==> src/rtl/rgb_led_pkg.sv <==
// Shared definitions for the RGB LED sequencer.
//   Colour codes for the {B,G,R} LED pins, the switch mode codes, the FSM
//   state type, and the one-hot colour request decoder.
package rgb_led_pkg;

  localparam logic [2:0] C_OFF = 3'b000;
  localparam logic [2:0] C_R   = 3'b001;
  localparam logic [2:0] C_G   = 3'b010;
  localparam logic [2:0] C_B   = 3'b100;
  localparam logic [2:0] C_W   = 3'b111;

  localparam logic [1:0] M_STATIC = 2'b00;
  localparam logic [1:0] M_MIRROR = 2'b01;
  localparam logic [1:0] M_ALT    = 2'b10;
  localparam logic [1:0] M_CYCLE  = 2'b11;

  typedef enum logic {
    S_IDLE,
    S_RUN
  } state_t;

  // Anything other than a single valid one-hot request turns the LED off.
  function automatic logic [2:0] colour_decode(input logic [3:0] bin_in);
    logic [2:0] c;
    case (bin_in)
      4'b0001: c = C_R;
      4'b0010: c = C_G;
      4'b0100: c = C_B;
      4'b1000: c = C_W;
      default: c = C_OFF;
    endcase
    return c;
  endfunction

endpackage

==> src/rtl/rgb_tick_gen.sv <==
// Step timer for the RGB LED sequencer.
//   clk  : system clock
//   rst  : synchronous active-high reset
//   clr  : restart the step (counter to 0, tick suppressed)
//   en   : count this cycle
//   tick : one-cycle pulse on the last cycle of each TICK_DIV-cycle step
module rgb_tick_gen #(
  parameter int unsigned TICK_DIV = 50_000_000,
  parameter int unsigned CNT_W    = 26
) (
  input  logic clk,
  input  logic rst,
  input  logic clr,
  input  logic en,
  output logic tick
);

  localparam logic [CNT_W-1:0] LAST = CNT_W'(TICK_DIV - 1);

  logic [CNT_W-1:0] tick_cnt;
  logic             at_last;

  always_comb begin
    at_last = (tick_cnt == LAST);
    tick    = en && !clr && at_last;
  end

  always_ff @(posedge clk) begin
    if (rst || clr) begin
      tick_cnt <= '0;
    end else if (en) begin
      tick_cnt <= at_last ? '0 : tick_cnt + 1'b1;
    end
  end

endmodule

==> src/rtl/rgb_led_sequencer.sv <==
// Sequencer driving the two RGB LEDs from a one-hot colour request.
//   clk, rst          : system clock, synchronous active-high reset
//   en                : 1 = run, 0 = idle with both LEDs off
//   switch_1/switch_0 : mode select (static, mirror, alternate, auto-cycle)
//   bin_in            : one-hot colour request (R, G, B, W)
//   led_out_4/5       : RGB LEDs, bit0 R / bit1 G / bit2 B, 1 = on
//   step              : current sequence step (0..3)
//   tick              : pulse on the last cycle of each step
module rgb_led_sequencer
  import rgb_led_pkg::*;
#(
  parameter int unsigned TICK_DIV = 50_000_000,
  parameter int unsigned CNT_W    = 26
) (
  input  logic       clk,
  input  logic       rst,
  input  logic       en,
  input  logic       switch_0,
  input  logic       switch_1,
  input  logic [3:0] bin_in,
  output logic [2:0] led_out_4,
  output logic [2:0] led_out_5,
  output logic [1:0] step,
  output logic       tick
);

  state_t     state, state_nxt;
  logic [1:0] mode_q;
  logic [2:0] colour_q;
  logic       run;
  logic       mode_chg;
  logic       cnt_en;
  logic       cnt_clr;

  // A mode change or leaving RUN restarts the pattern; both beat a
  // coincident tick because the timer suppresses tick while clr is high.
  always_comb begin
    run      = (state == S_RUN);
    mode_chg = run && ({switch_1, switch_0} != mode_q);
    cnt_en   = run && en && !rst;
    cnt_clr  = !cnt_en || mode_chg;
  end

  always_comb begin
    state_nxt = state;
    case (state)
      S_IDLE:  if (en)  state_nxt = S_RUN;
      S_RUN:   if (!en) state_nxt = S_IDLE;
      default: state_nxt = S_IDLE;
    endcase
  end

  always_ff @(posedge clk) begin
    if (rst) begin
      state    <= S_IDLE;
      mode_q   <= M_STATIC;
      colour_q <= C_OFF;
    end else begin
      state    <= state_nxt;
      mode_q   <= {switch_1, switch_0};
      colour_q <= colour_decode(bin_in);
    end
  end

  rgb_tick_gen #(
    .TICK_DIV (TICK_DIV),
    .CNT_W    (CNT_W)
  ) u_tick_gen (
    .clk  (clk),
    .rst  (rst),
    .clr  (cnt_clr),
    .en   (cnt_en),
    .tick (tick)
  );

  always_ff @(posedge clk) begin
    if (rst || cnt_clr) begin
      step <= '0;
    end else if (tick) begin
      step <= step + 2'd1;
    end
  end

  always_comb begin
    led_out_4 = C_OFF;
    led_out_5 = C_OFF;
    if (run) begin
      case (mode_q)
        M_STATIC: led_out_4 = colour_q;
        M_MIRROR: begin
          led_out_4 = colour_q;
          led_out_5 = colour_q;
        end
        M_ALT: begin
          if (step[0]) led_out_5 = colour_q;
          else         led_out_4 = colour_q;
        end
        default: begin
          case (step)
            2'd0:    led_out_4 = C_R;
            2'd1:    led_out_4 = C_G;
            2'd2:    led_out_4 = C_B;
            default: led_out_4 = C_W;
          endcase
          led_out_5 = led_out_4;
        end
      endcase
    end
  end

endmodule
==> config.mk <==
export PLATFORM = sky130hd
export DESIGN_NAME = rgb_led_sequencer
export DESIGN_NICKNAME = d
export VERILOG_FILES = /design/src/rtl/rgb_led_pkg.sv /design/src/rtl/rgb_tick_gen.sv /design/src/rtl/rgb_led_sequencer.sv
export SDC_FILE = /design/constraint.sdc
export NUM_CORES = 1
export LEC_CHECK = 0
export BUFFER_PORTS_ARGS = -buffer_cell sky130_fd_sc_hd__buf_4
export CAP_MARGIN = 15
export CORE_MARGIN = 1.5
export CORE_UTILIZATION = 45
export CTS_CLUSTER_DIAMETER = 100
export CTS_CLUSTER_SIZE = 20
export DETAILED_ROUTE_END_ITERATION = 10
export SLEW_MARGIN = 20
export SYNTH_ARGS = -nofsm -noshare
export SYNTH_HDL_FRONTEND = slang
export SYNTH_SLANG_ARGS = --single-unit
export TNS_END_PERCENT = 10
==> constraint.sdc <==
create_clock -name clk -period 4.4 [get_ports clk]
set_input_delay 0.66 -clock clk [delete_from_list [all_inputs] [get_ports clk]]
set_output_delay 0.66 -clock clk [all_outputs]
set_load 0.05 [all_outputs]
# After elaboration in Yosys (flattened, before gate mapping)

Index checks and enable logic that the tools add are counted.

Logic and storage cells: 40
Register bits: 34
Output and inout port bits: 9
Bits of input ports: 9

Add/subtract/negate cells: 2
Reductions and logical operators: 13
Muxes and demuxes: 10
Equality and inequality tests: 10

Operators with widths:

| operator                | number |
|---|---|
| $add A26 B1 Y26 const B | 1 |
| $eq A26 B26 Y1 const B  | 1 |
| $mux W26                | 1 |
| $pmux W3 S3             | 2 |
| $mux W3                 | 4 |
| $pmux W3 S4             | 1 |
| $pmux W3 S2             | 1 |
| $logic_and A1 B1 Y1     | 5 |
| $eq A2 B1 Y1 const B    | 2 |
| $eq A2 B2 Y1 const B    | 2 |
| $eq A4 B1 Y1 const B    | 1 |
| $eq A4 B2 Y1 const B    | 1 |
| $eq A4 B3 Y1 const B    | 1 |
| $eq A4 B4 Y1 const B    | 1 |
| $logic_not A2 Y1        | 2 |
| $logic_not A1 Y1        | 3 |
| $add A2 B1 Y2 const B   | 1 |
| $logic_or A1 B1 Y1      | 2 |
| $ne A2 B2 Y1            | 1 |
| $reduce_or A2 Y1        | 1 |
| $mux W1                 | 1 |

# Logic depth before layout (Yosys ltp)

Depth after elaboration: 7
Mapped depth: 6
Mapped depth without buffers: 6

# Cells and area by module

From an unflattened synthesis, not the netlist that was laid out.

Cell total of the unflattened synthesis: 198
Area, all modules: 1734.2 µm²

Modules (own cells, without submodules):

| module            | cells each | seq. area each (µm²) | times used | area each (µm²) |
|---|---|---|---|---|
| rgb_tick_gen      | 146        | 520.5                | 1          | 1244.9 |
| rgb_led_sequencer | 52         | 160.2                | 1          | 489.2 |

# Worst setup path after synthesis

No wires, ideal clock.

Path type: reg-to-output
Start: register step[0]
End: output port led_out_5[0]
Data arrival time: 2.498 ns
Buffers on the path: 0
Setup slack: 1.242 ns
Data required time: 3.740 ns
Stages on the path, launching flop included: 7
Cells stage by stage: dfxtp_1 > inv_1 > ha_1 > nand2_1 > o21ai_0 > nand2_1 > a21boi_0

Word-level cells in the longest chain between the ends: 4
Elaborated cells between the ends (all ways): 7
Classes of those cells: 2 x eq/ne; 4 x mux; 1 x reduce/logical

Ends and longest elaborated chain:

| what                                       | line                    | text |
|---|---|---|
| from (decl)                                | rgb_led_sequencer.sv:23 | `output logic [1:0] step,` |
| from (signal assigned)                     | rgb_led_sequencer.sv:80 | `step <= step + 2'd1;` |
| $eq A2 B2 Y1, or another cell as far along | rgb_led_sequencer.sv:99 | `case (step)` |
| $pmux W3 S3                                | rgb_led_sequencer.sv:99 |  |
| $pmux W3 S3 *                              | rgb_led_sequencer.sv:88 | `case (mode_q)` |
| $mux W3 *                                  | rgb_led_sequencer.sv:87 | `if (run) begin` |
| to (decl)                                  | rgb_led_sequencer.sv:22 | `output logic [2:0] led_out_5,` |

Every way passes the cells marked *; elsewhere a longest branch is shown, timed or not.

# Worst setup path in the final report

Start: register u_tick_gen.tick_cnt[19]
End: output port tick

Word-level cells in the longest chain between the ends: 2

Ends and longest elaborated chain:

| what                   | line                    | text |
|---|---|---|
| from (decl)            | rgb_tick_gen.sv:20      | `logic [CNT_W-1:0] tick_cnt;` |
| from (signal assigned) | rgb_tick_gen.sv:32      | `tick_cnt <= at_last ? '0 : tick_cnt + 1'b1;` |
| $eq A26 B26 Y1         | rgb_tick_gen.sv:24      | `at_last = (tick_cnt == LAST);` |
| $logic_and A1 B1 Y1    | rgb_tick_gen.sv:25      | `tick = en && !clr && at_last;` |
| to (decl)              | rgb_led_sequencer.sv:24 | `output logic tick` |

No other way between the ends.

==> impl_metrics.ini <==
[outcome]
status = completed

[pwr]
netSwitchingFraction = 0.217
irDropWorstVdd_mv = 0.172
p_int_w = 0.000449
power_leakage_nw = 0.644
p_per_area_nw_per_um2 = 277
p_seq_frac = 0.547
combPwrFrac = 0.043
clock_power_share = 0.410
p_sw_w = 0.000125

[sta]
rsz0062_at_grt = false
finalCritPeriodShare = 0.637
maxSlewHeadroom = 0.445
tightest_slew_ps = 833
min_period_ps = 2800
fmax_mhz = 357
final-setup-viol-count = 0
slew_violations = 0
finalHoldViolCount = 0
finalWorstSetupSlack_ps = 1600
finClkSkew_ps = 4.09
fin_setup_tns_ps = 0

[logic_synthesis]
synth.mux.area_fraction = 0
ys_seq_elements = 34
synthTopCellsByArea = dfxtp_1 37%, a21oi_1 4.7%, xnor2_1 4.3%, or4_1 3.7%, nand2_1 3.5%
synthXorXnorAreaFrac = 0.0578
synth_cell_types = 40
synth_top_area_frac = 0.374
syn_area_um2 = 1820
syn_inst = 212
synth_top_family_by_area = simple AND/OR/NAND/NOR gates
synth-seq-area-share = 0.374
ys_warn_count = 0
synth-adder-area-share = 0.0344
synth_compound_area_frac = 0.156
yosysTopAreaCell = dfxtp_1
synth.net_count = 226
avgSynthCellArea_um2 = 8.58
yosys.area_share.simple = 0.356

[cts]
cts_sinks = 34
clk_latency_ps = 280
cts-root-buf = clkbuf_8
hold_buffers = 0
cts_setup_buffers = 0
cts_max_path_buffers = 2
cts_resized = 0
cts_buffers = 5
clk_pin_slew_ps = 70
htree_levels = 2
cts_tree = yes

[final_layout]
fillCellCount = 361
syn2layout_area_growth_pct = 13.8
fin_nets = 244
antenna_cells = 0
layout_commonest_cell = dfxtp_1
drive_gt1_frac = 0.147
final_cell_mix = 34 x dfxtp_1, 17 x nand2_1, 17 x nor2_1, 17 x a21oi_1, 17 x buf_4
regArea_um2 = 681
multi_input_area_um2 = 1100

[placement]
port-buffer-count = 17
dp_slack_ps = 1880
place_congestion = 0.810
dpl.hpwl_um = 2980

[worst_setup_path]
cp.required_ps = 3740
reg2reg_depth = 4
crit_slowest_cell = or4b_2
cp_top_family = simple AND/OR/NAND/NOR gates
critPathCaptureType = primary output
worstSetupPathType = reg2out
reg2reg_to = u_tick_gen.tick_cnt[23]$_SDFFE_PP0N_
crit_path_cell_trace = or4b_2, nor4_4, nand2_1, nor2_1, buf_4
reg2reg_from = u_tick_gen.tick_cnt[19]$_SDFFE_PP0N_
cp_slowest_stage_delay_ps = 640
path_depth = 5
critPathArrivalTime_ps = 2140
worstPathMaxFanout = 5
start_kind = flip-flop
r2r_slack_ps = 1910
worst-path-buf-inv = 1

[drt]
wire_per_inst_um = 13.9
drc_errors = 0
drtIter0Drc = 69
drtPass1Iterations = 4
finalWirelength_um = 3880
ant_nets = 0
vias = 1652
viasPerCell = 5.92

[hold_path]
worstHoldEndpoint = u_tick_gen.tick_cnt[24]$_SDFFE_PP0N_
min_path_type = reg2reg
hold_start = u_tick_gen.tick_cnt[24]$_SDFFE_PP0N_
holdPathStages = 2

[floorplanning]
dieArea_um2 = 4430
initial_core_util = 0.482
core_um2 = 3770
ioPinCount = 18
die_height_um = 66.6
row_count = 22
die_w_um = 66.6

[global_routing]
grt_max_degree = 26
grt-ovfl-total = 0
grtUsageTotal = 0.206
grt_pass1_wl_um = 6970
antenna_found_initial = 0
grt_pass1_vias = 1616

[job]
maxCapViolCount = 0
flip-flops by register name, summed over array words and instances (netlist names):
signal	cells
run	1
colour_q	3
step	2
u_tick_gen.tick_cnt	26
mode_q	2
logic make-up after synthesis:
family | after synthesis
xor gates and xnor gates | 12
buffers and inverters | 9
adders and majority gates | 5
AOI/OAI and AO/OA | 46
and+or+nand+nor | 106
DFF | 34
how the worst max path moves through the flow:
stage	start	slack (ps)	to
3_5_place_dp	u_tick_gen.tick_cnt[19]$_SDFFE_PP0N_	1880	u_tick_gen.tick_cnt[23]$_SDFFE_PP0N_
5_1_grt	u_tick_gen.tick_cnt[9]$_SDFFE_PP0N_	1460	tick
3_3_place_gp	u_tick_gen.tick_cnt[24]$_SDFFE_PP0N_	1900	tick
4_1_cts	u_tick_gen.tick_cnt[24]$_SDFFE_PP0N_	1580	tick
6_report	u_tick_gen.tick_cnt[19]$_SDFFE_PP0N_	1600	tick
2_1_floorplan	step[0]$_SDFFE_PP0P_	1240	led_out_5[0]
metrics by stage:
step	instances	instance area (µm²)	hold slack, ps	total power (W)	util
2_1_floorplan	212	1820	445	0.000334	-
3_3_place_gp	271	1980	469	0.000345	0.525
3_5_place_dp	271	1980	493	0.000346	0.525
4_1_cts	279	2070	504	0.000581	0.549
5_1_grt	279	2070	527	0.000597	0.549
6_report	279	2070	502	0.000574	0.549
power groups by stage:
stage               combinational, W  clock, W  sequential (W)
finish                     0.0000246  0.000235        0.000314
global placement           0.0000241         0        0.000321
floorplan                  0.0000158         0        0.000318
CTS                        0.0000250  0.000242        0.000314
global route               0.0000276  0.000255        0.000314
detailed placement         0.0000249         0        0.000321
layout make-up:
type / count / share of cell area
clock inverters: 1 / 0.00242
clock buffers: 7 / 0.0417
flip-flops and latches: 34 / 0.329
repair buffers: 17 / 0.0617
multi-input cells: 169 / 0.531
inverters: 3 / 0.00544
well taps: 48 / 0.0290
layer usage:
layer,up-vias,share of wire,global-route usage
li1,839,-,-
met1,772,0.44,0.233
met2,30,0.49,0.368
met3,11,0.037,0.0422
met4,0,0.028,0.0969
met5,-,0,0
worst min-delay path, stage by stage (launching register included):
cell	delay (ps)
dfxtp_1	340
o31ai_1	70
a21oi_1	50
synth_stat cells (all sizes together):
master  number
dfxtp       34
a21oi       19
nand2       17
nor2        17
nand3       12
o21ai       12
or4         11
nand4        9
xnor2        9
nor4         8
or3          8
o31ai        6
ha           5
buf          4
nor2b        4
and4         3
inv          3
nand2b       3
nand4b       3
xor2         3
a21o         2
and3         2
clkbuf       2
nand3b       2
nor3         2
o311ai       2
or4b         2
a21boi       1
a32oi        1
a41o         1
and2         1
and3b        1
o21a         1
o21ba        1
or4bb        1
Power figures use the tool's default switching activity.
